`src/rtl/piso_stream.sv`:
```
// piso_stream: parallel-in / serial-out serializer with a valid/ready input
// handshake, a one-word holding buffer and gapless back-to-back framing.
// Every accepted word is sent as exactly WIDTH bits, whatever its content.
//
// Parameters
//   WIDTH      bits per word (2..64)
//   MSB_FIRST  0: i_din[0] leaves first, 1: i_din[WIDTH-1] leaves first
//   IDLE_LEVEL level driven on o_dout while no word is being sent
//   CNT_W      width of the saturating frames-sent counter
// Ports
//   i_clk          rising-edge clock
//   i_reset        synchronous active-high reset
//   i_din          parallel word, captured on accept
//   i_din_valid    source offers a word
//   o_din_ready    holding buffer empty and not in reset
//   o_dout         registered serial bit
//   o_dout_valid   o_dout carries a data bit
//   o_frame_start  high together with the first bit of every word
//   o_busy         shifter active or holding buffer occupied
//   o_frames_sent  words completely shifted out, saturating
module piso_stream #(
   parameter int WIDTH      = 10,
   parameter bit MSB_FIRST  = 1'b0,
   parameter bit IDLE_LEVEL = 1'b0,
   parameter int CNT_W      = 16
) (
   input  logic             i_clk,
   input  logic             i_reset,
   input  logic [WIDTH-1:0] i_din,
   input  logic             i_din_valid,
   output logic             o_din_ready,
   output logic             o_dout,
   output logic             o_dout_valid,
   output logic             o_frame_start,
   output logic             o_busy,
   output logic [CNT_W-1:0] o_frames_sent
);

   localparam int CW = $clog2(WIDTH);

   typedef enum logic [0:0] {
      ST_IDLE  = 1'b0,
      ST_SHIFT = 1'b1
   } state_t;

   state_t           r_state;
   logic [WIDTH-1:0] r_hold_data;
   logic             r_hold_full;
   logic [WIDTH-1:0] r_shift;
   logic [CW-1:0]    r_cnt;
   logic             r_dout;
   logic             r_dout_valid;
   logic             r_frame_start;
   logic [CNT_W-1:0] r_frames_sent;

   state_t           w_state_nxt;
   logic [WIDTH-1:0] w_hold_data_nxt;
   logic             w_hold_full_nxt;
   logic [WIDTH-1:0] w_shift_nxt;
   logic [CW-1:0]    w_cnt_nxt;
   logic             w_dout_nxt;
   logic             w_dout_valid_nxt;
   logic             w_frame_start_nxt;
   logic [CNT_W-1:0] w_frames_nxt;
   logic             w_load;
   logic             w_accept;

   // Bit that leaves the word first in the selected bit order.
   function automatic logic first_bit(input logic [WIDTH-1:0] w);
      if (MSB_FIRST) first_bit = w[WIDTH-1];
      else           first_bit = w[0];
   endfunction

   // Word with its first bit consumed, so the next bit moves into first place.
   function automatic logic [WIDTH-1:0] advance(input logic [WIDTH-1:0] w);
      if (MSB_FIRST) advance = {w[WIDTH-2:0], 1'b0};
      else           advance = {1'b0, w[WIDTH-1:1]};
   endfunction

   // Ready only looks at state and reset, never at i_din_valid.
   assign o_din_ready   = ~r_hold_full & ~i_reset;
   assign w_accept      = i_din_valid & o_din_ready;
   assign o_busy        = (r_state == ST_SHIFT) | r_hold_full;
   assign o_dout        = r_dout;
   assign o_dout_valid  = r_dout_valid;
   assign o_frame_start = r_frame_start;
   assign o_frames_sent = r_frames_sent;

   // Next-state and next-output logic for the shifter and holding buffer.
   always_comb begin
      w_state_nxt       = r_state;
      w_hold_data_nxt   = r_hold_data;
      w_hold_full_nxt   = r_hold_full;
      w_shift_nxt       = r_shift;
      w_cnt_nxt         = r_cnt;
      w_dout_nxt        = r_dout;
      w_dout_valid_nxt  = r_dout_valid;
      w_frame_start_nxt = 1'b0;
      w_frames_nxt      = r_frames_sent;
      w_load            = 1'b0;

      case (r_state)
         ST_IDLE: begin
            if (r_hold_full) begin
               w_load = 1'b1;
            end else begin
               w_dout_nxt       = IDLE_LEVEL;
               w_dout_valid_nxt = 1'b0;
            end
         end
         ST_SHIFT: begin
            if (r_cnt != {CW{1'b0}}) begin
               w_dout_nxt  = first_bit(r_shift);
               w_shift_nxt = advance(r_shift);
               w_cnt_nxt   = r_cnt - CW'(1);
            end else begin
               // Last bit is on the line now: count the word as sent.
               if (r_frames_sent != {CNT_W{1'b1}}) begin
                  w_frames_nxt = r_frames_sent + CNT_W'(1);
               end else begin
                  w_frames_nxt = r_frames_sent;
               end
               // A waiting word follows with no idle gap.
               if (r_hold_full) begin
                  w_load = 1'b1;
               end else begin
                  w_state_nxt      = ST_IDLE;
                  w_dout_nxt       = IDLE_LEVEL;
                  w_dout_valid_nxt = 1'b0;
               end
            end
         end
         default: begin
            w_state_nxt      = ST_IDLE;
            w_dout_nxt       = IDLE_LEVEL;
            w_dout_valid_nxt = 1'b0;
         end
      endcase

      // Move the held word into the shifter and put its first bit out.
      if (w_load) begin
         w_state_nxt       = ST_SHIFT;
         w_shift_nxt       = advance(r_hold_data);
         w_dout_nxt        = first_bit(r_hold_data);
         w_dout_valid_nxt  = 1'b1;
         w_frame_start_nxt = 1'b1;
         w_cnt_nxt         = CW'(WIDTH - 1);
         w_hold_full_nxt   = 1'b0;
      end else begin
         w_hold_full_nxt   = r_hold_full;
      end

      // Accept and load never coincide: ready is low whenever hold is full.
      if (w_accept) begin
         w_hold_data_nxt = i_din;
         w_hold_full_nxt = 1'b1;
      end else begin
         w_hold_data_nxt = r_hold_data;
      end
   end

   // State register with synchronous reset; a partial word is discarded.
   always_ff @(posedge i_clk) begin
      if (i_reset) begin
         r_state       <= ST_IDLE;
         r_hold_data   <= {WIDTH{1'b0}};
         r_hold_full   <= 1'b0;
         r_shift       <= {WIDTH{1'b0}};
         r_cnt         <= {CW{1'b0}};
         r_dout        <= IDLE_LEVEL;
         r_dout_valid  <= 1'b0;
         r_frame_start <= 1'b0;
         r_frames_sent <= {CNT_W{1'b0}};
      end else begin
         r_state       <= w_state_nxt;
         r_hold_data   <= w_hold_data_nxt;
         r_hold_full   <= w_hold_full_nxt;
         r_shift       <= w_shift_nxt;
         r_cnt         <= w_cnt_nxt;
         r_dout        <= w_dout_nxt;
         r_dout_valid  <= w_dout_valid_nxt;
         r_frame_start <= w_frame_start_nxt;
         r_frames_sent <= w_frames_nxt;
      end
   end

endmodule

```
`config.mk`:
```
export PLATFORM = sky130hd
export DESIGN_NAME = piso_stream
export DESIGN_NICKNAME = d
export VERILOG_FILES = /design/src/rtl/piso_stream.sv
export SDC_FILE = /design/constraint.sdc
export NUM_CORES = 1
export LEC_CHECK = 0
export BUFFER_PORTS_ARGS = -buffer_cell sky130_fd_sc_hd__buf_2
export CORE_MARGIN = 2
export CORE_UTILIZATION = 59
export DETAILED_ROUTE_END_ITERATION = 8
export PLACE_DENSITY = 0.87
export SYNTH_ARGS = -nofsm -noshare
export SYNTH_HDL_FRONTEND = slang
export SYNTH_SLANG_ARGS = --single-unit
```
`constraint.sdc`:
```
create_clock -name i_clk -period 3 [get_ports i_clk]
set_clock_uncertainty 0.1 [all_clocks]
set_input_delay 0.6 -clock i_clk [delete_from_list [all_inputs] [get_ports i_clk]]
set_output_delay 0.6 -clock i_clk [all_outputs]
set_load 0.01 [all_outputs]
```
# ---- Yosys cells after proc, flatten, opt, wreduce, memory -nomap -nowiden
# Cells that the tools add are included.
dict set report totals {
  output_inout_bits 21
  ff_bits 44
  elab_cells 52
  input_bits 13
}
dict set report classes {
  n_eq_ne 2
  muxes 23
  add_sub_neg 2
  n_reduce_logical 8
  n_bitwise 7
}
# operator count
set ops {}
lappend ops {{two-way mux 9 bit} 3}
lappend ops {{adder 16 x 1 -> 16 bit, second input constant} 1}
lappend ops {{!= test 16 bit, second input constant} 1}
lappend ops {{two-way mux 1 bit} 14}
lappend ops {{two-way mux 4 bit} 3}
lappend ops {{case mux 1 bit (2 select lines)} 3}
lappend ops {{nonzero test 2 bit} 3}
lappend ops {{inverter 1 bit} 4}
lappend ops {{AND reduction 2 bit} 2}
lappend ops {{nonzero test 4 bit} 1}
lappend ops {{subtractor 4 x 1 -> 4 bit, second input constant} 1}
lappend ops {{!= test 3 bit, second input constant} 1}
lappend ops {{AND reduction 3 bit} 1}
lappend ops {{bitwise AND 1 bit} 2}
lappend ops {{OR reduction 2 bit} 1}
lappend ops {{OR 1 bit} 1}

# ---- Longest topological paths before layout
dict set report depth {
  depth_word 5
  ltp_mapped 6
  ltp_nobuf 6
}

# ---- Least setup slack after synthesis
# OpenSTA, ideal clock, no wires.
dict set report synth_timing {
  path_type {flip-flop to flip-flop}
  from {reg r_cnt[0]}
  to {reg r_frames_sent[15] (netlist: o_frames_sent[15])}
  setup_slack_ps 1201
  required_time_ps 2829
  synth_period_minus_slack_ps 1799
  n_path_buf 0
  t_arrival_ps 1628
  setup_ps 71
  path_stages_with_launch 7
  path_cell_list {dfxtp_1 > inv_1 > ha_1 > and4bb_4 > nand4_4 > or4_1 > a21oi_1}
}
dict set report synth_via {
  elab_chain_cells 3
}
# element line
set synth_rtl {}
lappend synth_rtl {{start, declared} 50} ;# logic [CW-1:0] r_cnt;
lappend synth_rtl {{start signal, assigned} 169} ;# r_cnt <= {CW{1'b0}};
lappend synth_rtl {{start signal, assigned} 179} ;# r_cnt <= w_cnt_nxt;
lappend synth_rtl {{nonzero test 4 bit} 112} ;# if (r_cnt != {CW{1'b0}}) begin
lappend synth_rtl {{inverter 1 bit (no source line)} --}
lappend synth_rtl {{AND reduction 3 bit (no source line)} --}
lappend synth_rtl {{end signal, assigned} 173} ;# r_frames_sent <= {CNT_W{1'b0}};
lappend synth_rtl {{end signal, assigned} 183} ;# r_frames_sent <= w_frames_nxt;
lappend synth_rtl {{end, declared} 54} ;# logic [CNT_W-1:0] r_frames_sent;
# No other way between the ends.
# A chain may end at the register's enable or synchronous reset.

# ---- Worst setup path in the final report
dict set report layout_timing {
  from {in i_reset}
  to {out o_din_ready}
}
dict set report layout_via {
  elab_chain_cells 2
}
# element line
set layout_rtl {}
lappend layout_rtl {{start, declared} 28} ;# input logic i_reset,
lappend layout_rtl {{inverter 1 bit} 81} ;# assign o_din_ready = ~r_hold_full & ~i_reset;
lappend layout_rtl {{bitwise AND 1 bit} 81}
lappend layout_rtl {{end, declared} 31} ;# output logic o_din_ready,
# No other way between the ends.

==> results.txt <==
* Setup Buffers After CTS: 0
- Post-Synth XOR/XNOR Area: 0%
- Most repeated cell in the gate-level netlist after synthesis: sky130_fd_sc_hd__dfxtp_1
* TritonCTS clock tree: done
* Kind of path behind the tightest hold check: in2reg
* Most used standard cells in the synthesized netlist: sky130_fd_sc_hd__dfxtp_1, sky130_fd_sc_hd__nand2_1, sky130_fd_sc_hd__nor2_1, sky130_fd_sc_hd__o21ai_0, sky130_fd_sc_hd__a21oi_1
- Share of cells above drive strength 1: 20.9%
- Clock root buffer: sky130_fd_sc_hd__clkbuf_4
- For met2 alone, demand over resource in global routing was roughly 39%.
- Summing the areas of all compound-gate instances in the mapped netlist gives 17.1% of the synthesized area.
* Hold-fix buffer count after cts: 0
- The number of nets handed over by synthesis was 237.
- Ranked by total cell area, the synthesized netlist is headed by sky130_fd_sc_hd__dfxtp_1, sky130_fd_sc_hd__mux2i_1, sky130_fd_sc_hd__nand2_1.
* R2r worst-path depth: 6
- Combined area of the multi-input logic cells: 980 um2
- FP Rows: 20
- Minimum setup slack among reg-to-reg paths: roughly 1 ns
* Port Buf Inserts: 33
* Static power due to leakage: around 0.87 nW
- Number of synthesized register bits: 44
- Crit Reg-Reg Endpoint: o_frames_sent[14]
- Mapped Cells: 222
- For met1 alone, demand over resource in global routing was 27.7%.
* Floorplan die height: 61.1 um
- Startpoint Class: input port
* Clock insertion delay at the later pin of the skew report: about 0.37 ns
- STA puts the critical path data required time at 2.30 ns.
- The total count of hold-check failures in the final report was 0.
- Clk slew on worst S/H paths: between 0.1 and 0.15 ns
* Via Count: around 1700
- In this run, post-CTS repair resized a total of 0 instances.
* Total routed wirelength: 3.89 mm
* Core area: 3080 um2
- Diodes inserted: 0
- Setup violations remaining at the end of the flow were counted as 0.
- Endpoint kind of the worst setup timing path: output pin
* Primary flip-flop cell chosen by synthesis mapping: sky130_fd_sc_hd__dfxtp_1
- Across the run, the number of max-cap violations was 0.
- For hold timing, the worst endpoint is r_hold_data[5].
* Summed instance area of the synthesized netlist: 1930 um2
* Combinational family with the most area after synthesis: simple AND/OR/NAND/NOR gates
- Compared with the post-synthesis result, the final layout area differs by 14.4%.
- Starting Density: a little over three fifths
- The initial antenna violation count was 0.
* Mean routed wirelength per cell: 13.1 um
- Along the worst hold path, the cell count comes to 3.
* Die area: approximately 3700 um2
* Routability congestion estimate from global placement: around 0.76
- The pre-antenna-repair detailed-routing pass consisted of 4 iterations.
- Of the total synthesized cell area, the portion taken by AND, OR, NAND and NOR gates is between 20% and 30%.
- After detailed routing, the number of remaining DRC violations is 0.
- Total track usage: 23.0%
- Cell area power density: 508 nW/um2
- Iter 0 DRT Violations: between 100 and 150
* Boundary pin count: 34
- Vias in the first global route: 1587
- Number of vias per cell after detailed routing: 5.85
* Class of the most critical setup path: in2out
- H-Tree Level Count: 2
- Buffers inserted during clock tree synthesis total 5.
* Worst setup margin: 0.953 ns
* Slew Limit Fails: 0
- HPWL after detailed placement: 2.70 mm
- First-pass GRT wire length: between 6 and 7 mm
- The synthesized design devotes to its leading area cell type 45.7% of total area.
* Number of different library cells in the post-synthesis netlist: 38
* Met3 usage in global routing: 4.83%
- Share of the clock period used by the worst path after layout: 68.2%
- Async S/R FF share, synth: 0%
- The startpoint identified for the worst register-to-register timing path is r_cnt[0].
- CP max FO: 34
- Pin count of the biggest net entering global routing: 35
- Summed over all layers, the global routing overflow is 0.
- Clock sink total: 44
* Most crowded layer after global routing: met2
- Unrepaired setup endpoints after global routing: no
* Relative slew slack: 58.9%
* Transition time at the pin with the least slew margin: 0.617 ns
* Post-synthesis sequential area ratio: 45.7%
- Maximum clock rate: 488 MHz
- Total Nets Final: 267
* Warnings from Yosys: 0
- After layout, the minimum clock period comes to 2.05 ns.
- sky130_fd_sc_hd__dfxtp_1 takes more of the synthesized area than any other cell.
- Of the total synthesized cell area, the portion taken by full adders, half adders and majority gates is 1.30%.
* Multiplexer fraction of the synthesized cell area: 7.40%
- Peak supply drop: roughly 0.00041 V
* Die X-Extent: 61.1 um
- Post-synth EDFFs: 0
- Area of all sequential standard cells: around 880 um2
- Dividing the synthesized area by the synthesized cell count gives 8.68 um2.
* Placement-stage worst setup slack: ~0.94 ns
* Detail Route Antenna Nets: 0
- Longest Clk Path Bufs: 2
- Aggregate negative setup slack: 0 ns
* Signal arrival time at the worst endpoint: 1.35 ns
- The flow ran to the end, and the final reports show no timing, DRC or antenna violations.
* Hold Crit Start: i_din[5]
- The layout has 254 filler cells.
-- layout by cell type (no fill, tap or decap), types with 6 or more instances in the layout --
master	Yosys	routed
sky130_fd_sc_hd__a211oi_1	9	9
sky130_fd_sc_hd__dfxtp_1	44	44
sky130_fd_sc_hd__a21oi_1	15	15
sky130_fd_sc_hd__buf_2	2	33
sky130_fd_sc_hd__o21ai_0	17	17
sky130_fd_sc_hd__nand2_1	29	29
sky130_fd_sc_hd__nor2_1	20	20
sky130_fd_sc_hd__mux2i_1	12	12
sky130_fd_sc_hd__or4_1	6	6
sky130_fd_sc_hd__nand4_1	6	6
-- worst max-delay path by stage --
stage	start	endpoint
floorplan	r_cnt[0]	o_frames_sent[15]
global route	r_cnt[0]	o_frames_sent[14]
global placement	i_reset	o_din_ready
CTS	i_reset	o_din_ready
detailed placement	i_reset	o_frames_sent[11]
finish	i_reset	o_din_ready
-- through the flow --
step	util (%)	total power [mW]	instances	hold slack [ns]	instance area, um2
6_report	71.6	1.12	297	0.321	2200
5_1_grt	71.6	1.16	297	0.320	2200
4_1_cts	71.6	1.12	297	0.310	2200
3_5_place_dp	68.7	0.733	289	0.353	2110
3_3_place_gp	68.7	0.728	289	0.348	2110
2_1_floorplan	-	0.705	222	0.331	1930
-- registers in the layout (all words and copies together), names as in the netlist --
register and count:
o_frames_sent 16, o_dout 1, r_hold_data 10, o_dout_valid 1
r_cnt 4, r_hold_full 1, r_shift 9, r_state 1
o_frame_start 1
-- routing by layer --
layer / vias up / part of all wire, %
li1: 862 / -
met1: 811 / 47
met2: 52 / 46
met3: 11 / 5.3
met4: 0 / 1.9
met5: - / 0
-- cell families after synthesis --
group / Yosys count
multiplexers: 14
flip-flops: 44
AO/OA/AOI/OAI: 54
buffers and inverters: 17
AND/OR/NAND/NOR: 91
adder cells (fa/ha/maj): 2
-- report_power, final --
part	switching [mW]	internal, mW	leakage (nW)
Combinational	0.0532	0.0402	0.462
Sequential	0.0170	0.610	0.358
Clock	0.199	0.200	0.0484
-- critical path: stages --
cell                     delay [ns]
sky130_fd_sc_hd__buf_2         0.48
sky130_fd_sc_hd__nor2_1        0.10
sky130_fd_sc_hd__buf_2         0.16
-- final cells by class --
class | instances | share of cell area (%)
clock inverters | 2 | 1.76
clock buffers | 6 | 2.33
repair buffers | 35 | 8.17
inverters | 5 | 0.851
multi-input cells | 161 | 44.4
well taps | 44 | 2.50
flip-flops and latches | 44 | 40.0
Power figures use the tool's default switching activity.
